### src/rtl/timer_pkg.sv
// Shared types, default sizes and the FIFO pointer-width helper for the
// multi-channel capture/alarm timer.
package timer_pkg;

  typedef enum logic {
    IDLE = 1'b0,
    RUN  = 1'b1
  } timer_state_e;

  localparam int DEF_TIMER_BITWIDTH    = 32;
  localparam int DEF_NB_INSTANCES      = 10;
  localparam int DEF_CAPTURE_DEPTH     = 4;
  localparam int DEF_PRESCALE_BITWIDTH = 8;

  // Address bits needed to index a power-of-two FIFO; pointers carry one more.
  function automatic int fifo_ptr_width(input int depth);
    return $clog2(depth);
  endfunction

endpackage

### src/rtl/capture_fifo.sv
// Per-channel capture FIFO: registered write, no fall-through, head reads 0
// when empty. Flush beats push and pop; push into a full FIFO succeeds only
// when a pop frees the slot in the same cycle.
module capture_fifo
  import timer_pkg::*;
#(
  parameter int WIDTH = DEF_TIMER_BITWIDTH,
  parameter int DEPTH = DEF_CAPTURE_DEPTH
) (
  input  logic             clk,
  input  logic             rst,
  input  logic             push,
  input  logic [WIDTH-1:0] data_in,
  input  logic             pop,
  input  logic             flush,
  output logic [WIDTH-1:0] dout,
  output logic             valid,
  output logic             full
);

  localparam int AW = fifo_ptr_width(DEPTH);

  logic [WIDTH-1:0] mem [DEPTH];
  logic [AW:0]      wr_ptr;
  logic [AW:0]      rd_ptr;
  logic             do_pop;
  logic             do_push;

  assign valid   = (wr_ptr != rd_ptr);
  assign full    = (wr_ptr[AW] != rd_ptr[AW]) && (wr_ptr[AW-1:0] == rd_ptr[AW-1:0]);
  assign do_pop  = pop & valid;
  assign do_push = push & (~full | do_pop);
  assign dout    = valid ? mem[rd_ptr[AW-1:0]] : '0;

  always_ff @(posedge clk) begin
    if (rst || flush) begin
      wr_ptr <= '0;
      rd_ptr <= '0;
    end else begin
      if (do_push) wr_ptr <= wr_ptr + 1'b1;
      if (do_pop)  rd_ptr <= rd_ptr + 1'b1;
    end
  end

  // NOTE: storage is deliberately not reset; the pointers alone define which
  // entries are meaningful, and dout masks the array while empty.
  always_ff @(posedge clk) begin
    if (do_push && !flush) mem[wr_ptr[AW-1:0]] <= data_in;
  end

endmodule

### src/rtl/multi_timer_capture.sv
// Multi-channel capture/alarm timer. Define MULTI_TIMER_PRESCALE_EN to build
// the per-channel prescaler; otherwise every RUN cycle is a tick.
module multi_timer_capture
  import timer_pkg::*;
#(
  parameter int TIMER_BITWIDTH    = DEF_TIMER_BITWIDTH,
  parameter int NB_INSTANCES      = DEF_NB_INSTANCES,
  parameter int CAPTURE_DEPTH     = DEF_CAPTURE_DEPTH,
  parameter int PRESCALE_BITWIDTH = DEF_PRESCALE_BITWIDTH
) (
  input  logic                                   clk,
  input  logic                                   rst,
  input  logic [NB_INSTANCES-1:0]                start,
  input  logic [NB_INSTANCES-1:0]                capture,
  input  logic [NB_INSTANCES-1:0]                rst_capture,
  input  logic [NB_INSTANCES*PRESCALE_BITWIDTH-1:0] prescale,
  input  logic [NB_INSTANCES*TIMER_BITWIDTH-1:0] alarm,
  input  logic [NB_INSTANCES-1:0]                alarm_en,
  input  logic [NB_INSTANCES-1:0]                alarm_periodic,
  input  logic [NB_INSTANCES-1:0]                captured_ready,
  output logic [NB_INSTANCES*TIMER_BITWIDTH-1:0] counter,
  output logic [NB_INSTANCES*TIMER_BITWIDTH-1:0] captured,
  output logic [NB_INSTANCES-1:0]                captured_valid,
  output logic [NB_INSTANCES-1:0]                capture_overflow,
  output logic [NB_INSTANCES-1:0]                alarm_out
);

  localparam int W = TIMER_BITWIDTH;
  localparam int P = PRESCALE_BITWIDTH;

  logic [NB_INSTANCES-1:0] start_r;
  logic [NB_INSTANCES-1:0] capture_r;
  logic [NB_INSTANCES-1:0] rst_capture_r;
  logic [NB_INSTANCES-1:0] alarm_en_r;

  // Cleared in reset so an input held high across release reads as a rising edge.
  always_ff @(posedge clk) begin
    if (rst) begin
      start_r       <= '0;
      capture_r     <= '0;
      rst_capture_r <= '0;
      alarm_en_r    <= '0;
    end else begin
      start_r       <= start;
      capture_r     <= capture;
      rst_capture_r <= rst_capture;
      alarm_en_r    <= alarm_en;
    end
  end

`ifndef MULTI_TIMER_PRESCALE_EN
  logic prescale_unused;
  assign prescale_unused = ^prescale;
`endif

  for (genvar i = 0; i < NB_INSTANCES; i++) begin : g_ch
    timer_state_e state_q;
    timer_state_e state_d;
    logic [W-1:0] cnt_q;
    logic [W-1:0] head;
    logic         armed_q;
    logic         alarm_q;
    logic         ovf_q;
    logic         start_rise;
    logic         capture_rise;
    logic         flush_rise;
    logic         en_rise;
    logic         tick;
    logic         match;
    logic         push;
    logic         pop;
    logic         full;
    logic         valid;

    assign start_rise   = start[i]       & ~start_r[i];
    assign capture_rise = capture[i]     & ~capture_r[i];
    assign flush_rise   = rst_capture[i] & ~rst_capture_r[i];
    assign en_rise      = alarm_en[i]    & ~alarm_en_r[i];

`ifdef MULTI_TIMER_PRESCALE_EN
    logic [P-1:0] psc_q;

    assign tick = (state_q == RUN) && (psc_q == prescale[i*P +: P]);

    always_ff @(posedge clk) begin
      if (rst || start_rise) psc_q <= '0;
      else if (state_q == RUN) psc_q <= tick ? '0 : psc_q + 1'b1;
    end
`else
    assign tick = (state_q == RUN);
`endif

    always_ff @(posedge clk) begin
      if (rst) state_q <= IDLE;
      else     state_q <= state_d;
    end

    // NOTE: the default assignment first keeps this block free of inferred latches.
    always_comb begin
      state_d = state_q;
      if (start_rise) state_d = RUN;
    end

    assign match = tick & alarm_en[i] & armed_q & (cnt_q == alarm[i*W +: W]);

    always_ff @(posedge clk) begin
      if (rst) begin
        cnt_q   <= '0;
        armed_q <= 1'b0;
        alarm_q <= 1'b0;
      end else begin
        alarm_q <= match;
        if (start_rise) begin
          cnt_q   <= '0;
          armed_q <= 1'b1;
        end else begin
          if (tick) cnt_q <= (match && alarm_periodic[i]) ? '0 : cnt_q + 1'b1;
          if (en_rise)                          armed_q <= 1'b1;
          else if (match && !alarm_periodic[i]) armed_q <= 1'b0;
        end
      end
    end

    // The pushed word is the pre-update counter, which is also the matched value.
    assign push = capture_rise & (state_q == RUN) & ~start_rise;
    assign pop  = valid & captured_ready[i];

    always_ff @(posedge clk) begin
      if (rst || flush_rise)       ovf_q <= 1'b0;
      else if (push && full && !pop) ovf_q <= 1'b1;
    end

    capture_fifo #(
      .WIDTH(W),
      .DEPTH(CAPTURE_DEPTH)
    ) u_fifo (
      .clk    (clk),
      .rst    (rst),
      .push   (push),
      .data_in(cnt_q),
      .pop    (pop),
      .flush  (flush_rise),
      .dout   (head),
      .valid  (valid),
      .full   (full)
    );

    assign counter[i*W +: W]   = cnt_q;
    assign captured[i*W +: W]  = head;
    assign captured_valid[i]   = valid;
    assign capture_overflow[i] = ovf_q;
    assign alarm_out[i]        = alarm_q;
  end

endmodule

### config.mk
export PLATFORM = sky130hd
export DESIGN_NAME = multi_timer_capture
export DESIGN_NICKNAME = d
export VERILOG_FILES = /design/src/rtl/timer_pkg.sv /design/src/rtl/capture_fifo.sv /design/src/rtl/multi_timer_capture.sv
export SDC_FILE = /design/constraint.sdc
export NUM_CORES = 2
export LEC_CHECK = 0
export CAP_MARGIN = 10
export CORE_AREA = 2 2 444 446
export CTS_BUF_LIST = sky130_fd_sc_hd__clkbuf_16
export DETAILED_ROUTE_END_ITERATION = 8
export DIE_AREA = 0 0 446 448
export SLEW_MARGIN = 20
export SYNTH_ARGS = -nofsm -noshare
export SYNTH_HDL_FRONTEND = slang
export SYNTH_HIERARCHICAL = 1
export SYNTH_SLANG_ARGS = --single-unit
### constraint.sdc
create_clock -name clk -period 4.2 [get_ports clk]
set_input_delay 0.42 -clock clk [delete_from_list [all_inputs] [get_ports clk]]
set_output_delay 0.42 -clock clk [all_outputs]
set_load 0.005 [all_outputs]
-- Word level (Yosys, flattened, before mapping)
Memory sizes are Yosys's and may differ from the RTL's. A register that Yosys moved wholly into a read port is not among the register bits.
Cells that the tools add are included.
- add/sub/neg operators: 30
- muxes and demuxes: 90
- equality and inequality tests: 40
- bitwise gates (word level): 190
- reductions and logical operators: 120
- operators by type and width (operator ; number):
    two-way mux 32 bit ; 20
    adder 32 x 1 -> 32 bit (second input constant) ; 10
    equality test 32 bit ; 10
    AND 1 bit ; 120
    adder 3 x 1 -> 3 bit (second input constant) ; 20
    logical AND 1 bit ; 60
    inverter 1 bit ; 60
    two-way mux 1 bit ; 50
    two-way mux 2 bit ; 20
    zero test 1 bit ; 30
    != test 3 bit ; 10
    nonzero test 3 bit ; 10
    equality test 2 bit ; 10
    OR reduction 2 bit ; 10
    logical OR 1 bit ; 10
    != test 1 bit ; 10
    OR 1 bit ; 10
- bits in registers: 460
- input bits: 462
- memories kept: 10
- word-level logic and storage cells: 554
- output and inout port bits: 670
- bits in writable memories: 1280
- memory list (memory ; depth ; width ; rd ports ; clocked after Yosys merged registers in ; write ports ; line ; text):
    g_ch[0].u_fifo.mem ; 4 ; 32 ; 1 ; 1 ; 1 ; capture_fifo.sv:23 ; logic [WIDTH-1:0] mem [DEPTH];
    g_ch[1].u_fifo.mem ; 4 ; 32 ; 1 ; 1 ; 1 ; capture_fifo.sv:23 ;
    g_ch[2].u_fifo.mem ; 4 ; 32 ; 1 ; 1 ; 1 ; capture_fifo.sv:23 ;
    g_ch[3].u_fifo.mem ; 4 ; 32 ; 1 ; 1 ; 1 ; capture_fifo.sv:23 ;
    g_ch[4].u_fifo.mem ; 4 ; 32 ; 1 ; 1 ; 1 ; capture_fifo.sv:23 ;
    g_ch[5].u_fifo.mem ; 4 ; 32 ; 1 ; 1 ; 1 ; capture_fifo.sv:23 ;
    +4 memories ; -- ; -- ; -- ; -- ; -- ; -- ;

-- Logic depth before layout (Yosys ltp)
- word-level depth: 8
- depth in mapped cells: 9
- mapped depth without buffers: 8

-- Modules after synthesis
Netlist, hierarchy kept.
- by module, submodules not included (module ; sequential area each (um^2) ; area an instance (um^2) ; times used ; cells an instance):
    capture_fifo (g_ch[0].u_fifo ...) ; 4003.8 ; 5355.1 ; 9 ; 262
    multi_timer_capture ; 8007.7 ; 21526.9 ; 1 ; 2493
    capture_fifo (g_ch[9].u_fifo) ; 4003.8 ; 5356.4 ; 1 ; 262

-- Worst setup path before layout
OpenSTA, ideal clock, no wires.
- path type: reg-to-reg
- start point: reg g_ch[0].u_fifo.rd_ptr[2]
- end point: mem g_ch[0].u_fifo/mem[0][0] in the netlist's numbering (enable)
- setup slack: 112 ps
- path buffers: 1
- arrival: 3627 ps
- data required time: 3739 ps
- stages on the path, launching flop included: 10
- setup time: 461 ps
- period minus slack after synthesis: 4088 ps
- cells stage by stage: dfxtp_1 xor2_1 nor3_2 buf_2 inv_1 nand2_1 inv_1 inv_1 a41o_1 nor3_1
- word-level cells in the longest chain between the ends: 8
- RTL lines (element ; line ; text):
    start: declaration ; capture_fifo.sv:25 ; logic [AW:0] rd_ptr;
    start signal: assignment ; capture_fifo.sv:41 ; if (do_pop) rd_ptr <= rd_ptr + 1'b1;
    != test 3 bit ; capture_fifo.sv:29 ; assign valid = (wr_ptr != rd_ptr);
    via g_ch[0].valid ; multi_timer_capture.sv:73 ; logic valid;
    AND 1 bit ; multi_timer_capture.sv:126 ; assign pop = valid & captured_ready[i];
    via g_ch[0].pop ; multi_timer_capture.sv:71 ; logic pop;
    AND 1 bit ; capture_fifo.sv:31 ; assign do_pop = pop & valid;
    OR 1 bit ; capture_fifo.sv:32 ; assign do_push = push & (~full | do_pop);
    AND 1 bit ; capture_fifo.sv:32 ;
    logical AND 1 bit ; capture_fifo.sv:48 ; if (do_push && !flush) mem[wr_ptr[AW-1:0]] <= data_in;
    two-way mux 1 bit ; capture_fifo.sv:48 ;
    two-way mux 1 bit (implied by the code) ; capture_fifo.sv:48 ;
    end: declaration ; capture_fifo.sv:23 ;
The timed path passes the listed nets, and every way through them passes these cells.

-- Worst setup path after layout
- start point: reg g_ch[4].u_fifo.rd_ptr[2]
- end point: out captured[135]
- word-level cells in the longest chain between the ends: 2
- RTL lines (element ; line ; text):
    start: declaration ; capture_fifo.sv:25 ;
    start signal: assignment ; capture_fifo.sv:41 ;
    != test 3 bit ; capture_fifo.sv:29 ;
    two-way mux 32 bit ; capture_fifo.sv:33 ; assign dout = valid ? mem[rd_ptr[AW-1:0]] : '0;
    end: declaration ; multi_timer_capture.sv:22 ; output logic [NB_INSTANCES*TIMER_BITWIDTH-1:0] captured,
Every way passes these cells.

==> summary.txt <==
main combinational cell family by area after synthesis: simple AND/OR/NAND/NOR gates
most common cell after layout, fill and taps aside: edfxtp_1
Setup WS pre-CTS: 0.7416 ns
period utilization: 0.8984
Hold Violations, Final: 0
per-cell routed wire length: 23.57 µm
CTS sink count: 1760
sequential-to-total area share from yosys stat: 0.6399
synth warn: 6
Distinct cells, synth: 54
Fill cells: 16.89k
Final Max Tran Viols: 0
number of DRC markers in iteration 0: 2891
die height: 448 µm
Hold Path Depth: 2
post-synthesis compound-gate area fraction: 0.01518
routed wire length: 210300 µm
post-route cell area: 94730 µm²
CTS buffer count: 188
Post-synth EDFFs: 1280
WP data arrival: 3.35 ns
IO Pins: 1132
fin crit period: 3.773 ns
Reg2Reg Capture Point: g_ch[4].u_fifo/mem[3][16]
DR vias/cell: 5.245
CP Capture Type: output pin
Worst Reg-to-Reg Cells: 10
max_cap viols: 0
H-tree depth: 4
HP Class: in2reg
R2R Path Start: g_ch[4].u_fifo/rd_ptr[2]
most frequent cells in the layout: edfxtp_1 (1280), clkdlybuf4s50_1 (1050), xor2_1 (487)
Avg Cell Area, Syn: 14.68 µm²
Cell Area, Synth: 75080 µm²
synthesis-stage register bit count: 1760
Slew headroom: 0.2403
Final ANT Viol Nets: 0
post-CTS setup buffer count: 0
PD cells: 378.0 nW/µm²
setup TNS: 0 ns
Worst-Margin Slew: 1.130 ns
Pre-antenna DRT Iters: 9
Synth Flop Type: edfxtp_1
CTS tree: done
critical path required time: 3.78 ns
Placeable Area: 194600 µm²
Post-Synth Adder-Cell Area: 0.009999
clock skew: 0.03521 ns
slack of the worst reg-to-reg path: 1.02 ns
CP Launch Type: flip-flop
clock root buffer: clkbuf_16
RSZ-0062 raised after global routing: false
Setup-failing EPs final: 0
ys async rst share: 0
Synthesized Nets: 5635
Simple-Gate Fraction of Synth Area: 0.1250
vias in the first global route: 46.93k
initial core utilization: 0.3858
worst setup path end: captured[135]
critical path class: reg2out
status: finished clean
layout cells sized above 1: 0.1291
max frequency: 265.0 MHz
Area growth syn-to-layout: 26.18%
row count: 162
die width: 446 µm
CTS Buffer Depth: 3
Clock Pin Slew Worst Setup and Hold Paths: 0.06 ns
cells after synthesis: 5113
count of input and output buffers: 1051
clk_lat worst skew: 0.84 ns
final worst slack: 0.4266 ns
Critical path origin: g_ch[4].u_fifo/rd_ptr[2]
worst vdd ir: 0.0002860 V
largest net degree at the start of global routing: 54
initial antenna violation count: 14
dpl hpwl: 144200 µm
multiplexer area fraction after synthesis: 0.1040
fin nets: 6734
post-route DRC violation count: 0
routed via count: 46.79k
Placed Instance Area: 88680 µm²
GRT Total Usage: 0.2050
XOR/XNOR Fraction of Synth Area: 0.07944
first-pass GRT wire length: 307100 µm
global placement routability congestion: 0.8348
Worst Path Max Fanout: 18
Die ar.: 199800 µm²
grt total ovfl: 0
leakage power figure: 30.47 nW
## what timing repair did
item                                   CTS  global route
resized for setup                        0             0
hold buffers                             1             0
endpoints found under the hold margin   21             0
## area by class of cell
class	count	area, µm²	area share
well taps	2542	3181	0.03357
repair buffers	1169	11510	0.1215
clock buffers	192	4805	0.05072
inverters	150	563.0	0.005943
flip-flops and latches	1760	48060	0.5073
clock inverters	161	1227	0.01296
multi-input cells	2943	25380	0.2679
diodes	4	10.01	0.0001057
## power by group
| group | internal [W] | switching, W |
|---|---|---|
| Combinational | 0.000632 | 0.000542 |
| Clock | 0.00921 | 0.00683 |
| Sequential | 0.0185 | 0.0000732 |
| Total | 0.0284 | 0.00744 |
## critical path: stages (launching register included)
cell             delay (ns)
dfxtp_1                0.42
xor2_1                 0.18
nor3_4                 0.77
buf_4                  0.42
nor2b_1                0.11
clkdlybuf4s50_1        0.60
## logic make-up (layout without fill, tap and decap cells)
kind of cell,Yosys count,in the layout
AOI/OAI and AO/OA,148,148
and+or+nand+nor,1674,1674
adders and majority gates,60,60
other,0,4
muxes,380,380
DFF,1760,1760
xor gates and xnor gates,681,681
buffers and inverters,410,1672
## metal layers
metal  track usage  share of wire  vias up
met5             0        0.00027        -
met4       0.08227          0.039        8
met3       0.04138          0.056      311
met2        0.3558           0.51     1420
met1        0.2498           0.40    23620
li1              -              -    21430
## synth_stat cells, types with 17 or more instances
cell type / instances / share of area
edfxtp_1: 1280 / 0.51
xor2_1: 487 / 0.057
dfxtp_1: 480 / 0.13
nor3_1: 410 / 0.027
nor2b_1: 380 / 0.032
mux4_2: 320 / 0.096
nand2_1: 224 / 0.011
xnor2_1: 194 / 0.023
inv_1: 150 / 0.0075
nand3_1: 121 / 0.0081
nand4_1: 115 / 0.0096
nor4_1: 114 / 0.0095
nor2_1: 100 / 0.0050
buf_2: 86 / 0.0057
clkbuf_1: 80 / 0.0040
ha_1: 60 / 0.010
mux2i_1: 60 / 0.0080
and3_1: 43 / 0.0036
or3_1: 36 / 0.0030
buf_1: 32 / 0.0016
buf_4: 31 / 0.0031
a21oi_1: 30 / 0.0020
buf_6: 30 / 0.0045
and4_1: 25 / 0.0029
a31oi_1: 20 / 0.0017
a41oi_1: 20 / 0.0023
nor3_2: 17 / 0.0023
## flip-flops by register name, indices dropped and copies added (netlist names), named ones only
register	cells
g_ch.alarm_q	10
g_ch.u_fifo/mem	1280
g_ch.armed_q	10
g_ch.state_q	10
g_ch.cnt_q	320
start_r	10
capture_r	10
g_ch.u_fifo/wr_ptr	30
g_ch.ovf_q	10
g_ch.u_fifo/rd_ptr	30
alarm_en_r	10
rst_capture_r	10
## worst min path at each step
| stage | start | to |
|---|---|---|
| 6_report | start[9] | start_r[9] |
| 5_1_grt | start[9] | start_r[9] |
| 4_1_cts | start[9] | start_r[9] |
| 3_5_place_dp | g_ch[5].armed_q | g_ch[5].armed_q |
| 3_3_place_gp | g_ch[6].armed_q | g_ch[6].armed_q |
| 2_1_floorplan | g_ch[0].armed_q | g_ch[0].armed_q |
## metrics by stage
stage,hold slack [ns],instances,total power [W],utilization
floorplan,0.4427,5113,0.01941,-
global placement,0.4577,8561,0.02013,0.4555
detailed placement,0.4631,8563,0.02014,0.4557
CTS,0.07750,8917,0.03623,0.4868
global route,0.1087,8921,0.03698,0.4869
finish,0.1482,8921,0.03581,0.4869
Power figures use the tool's default switching activity.
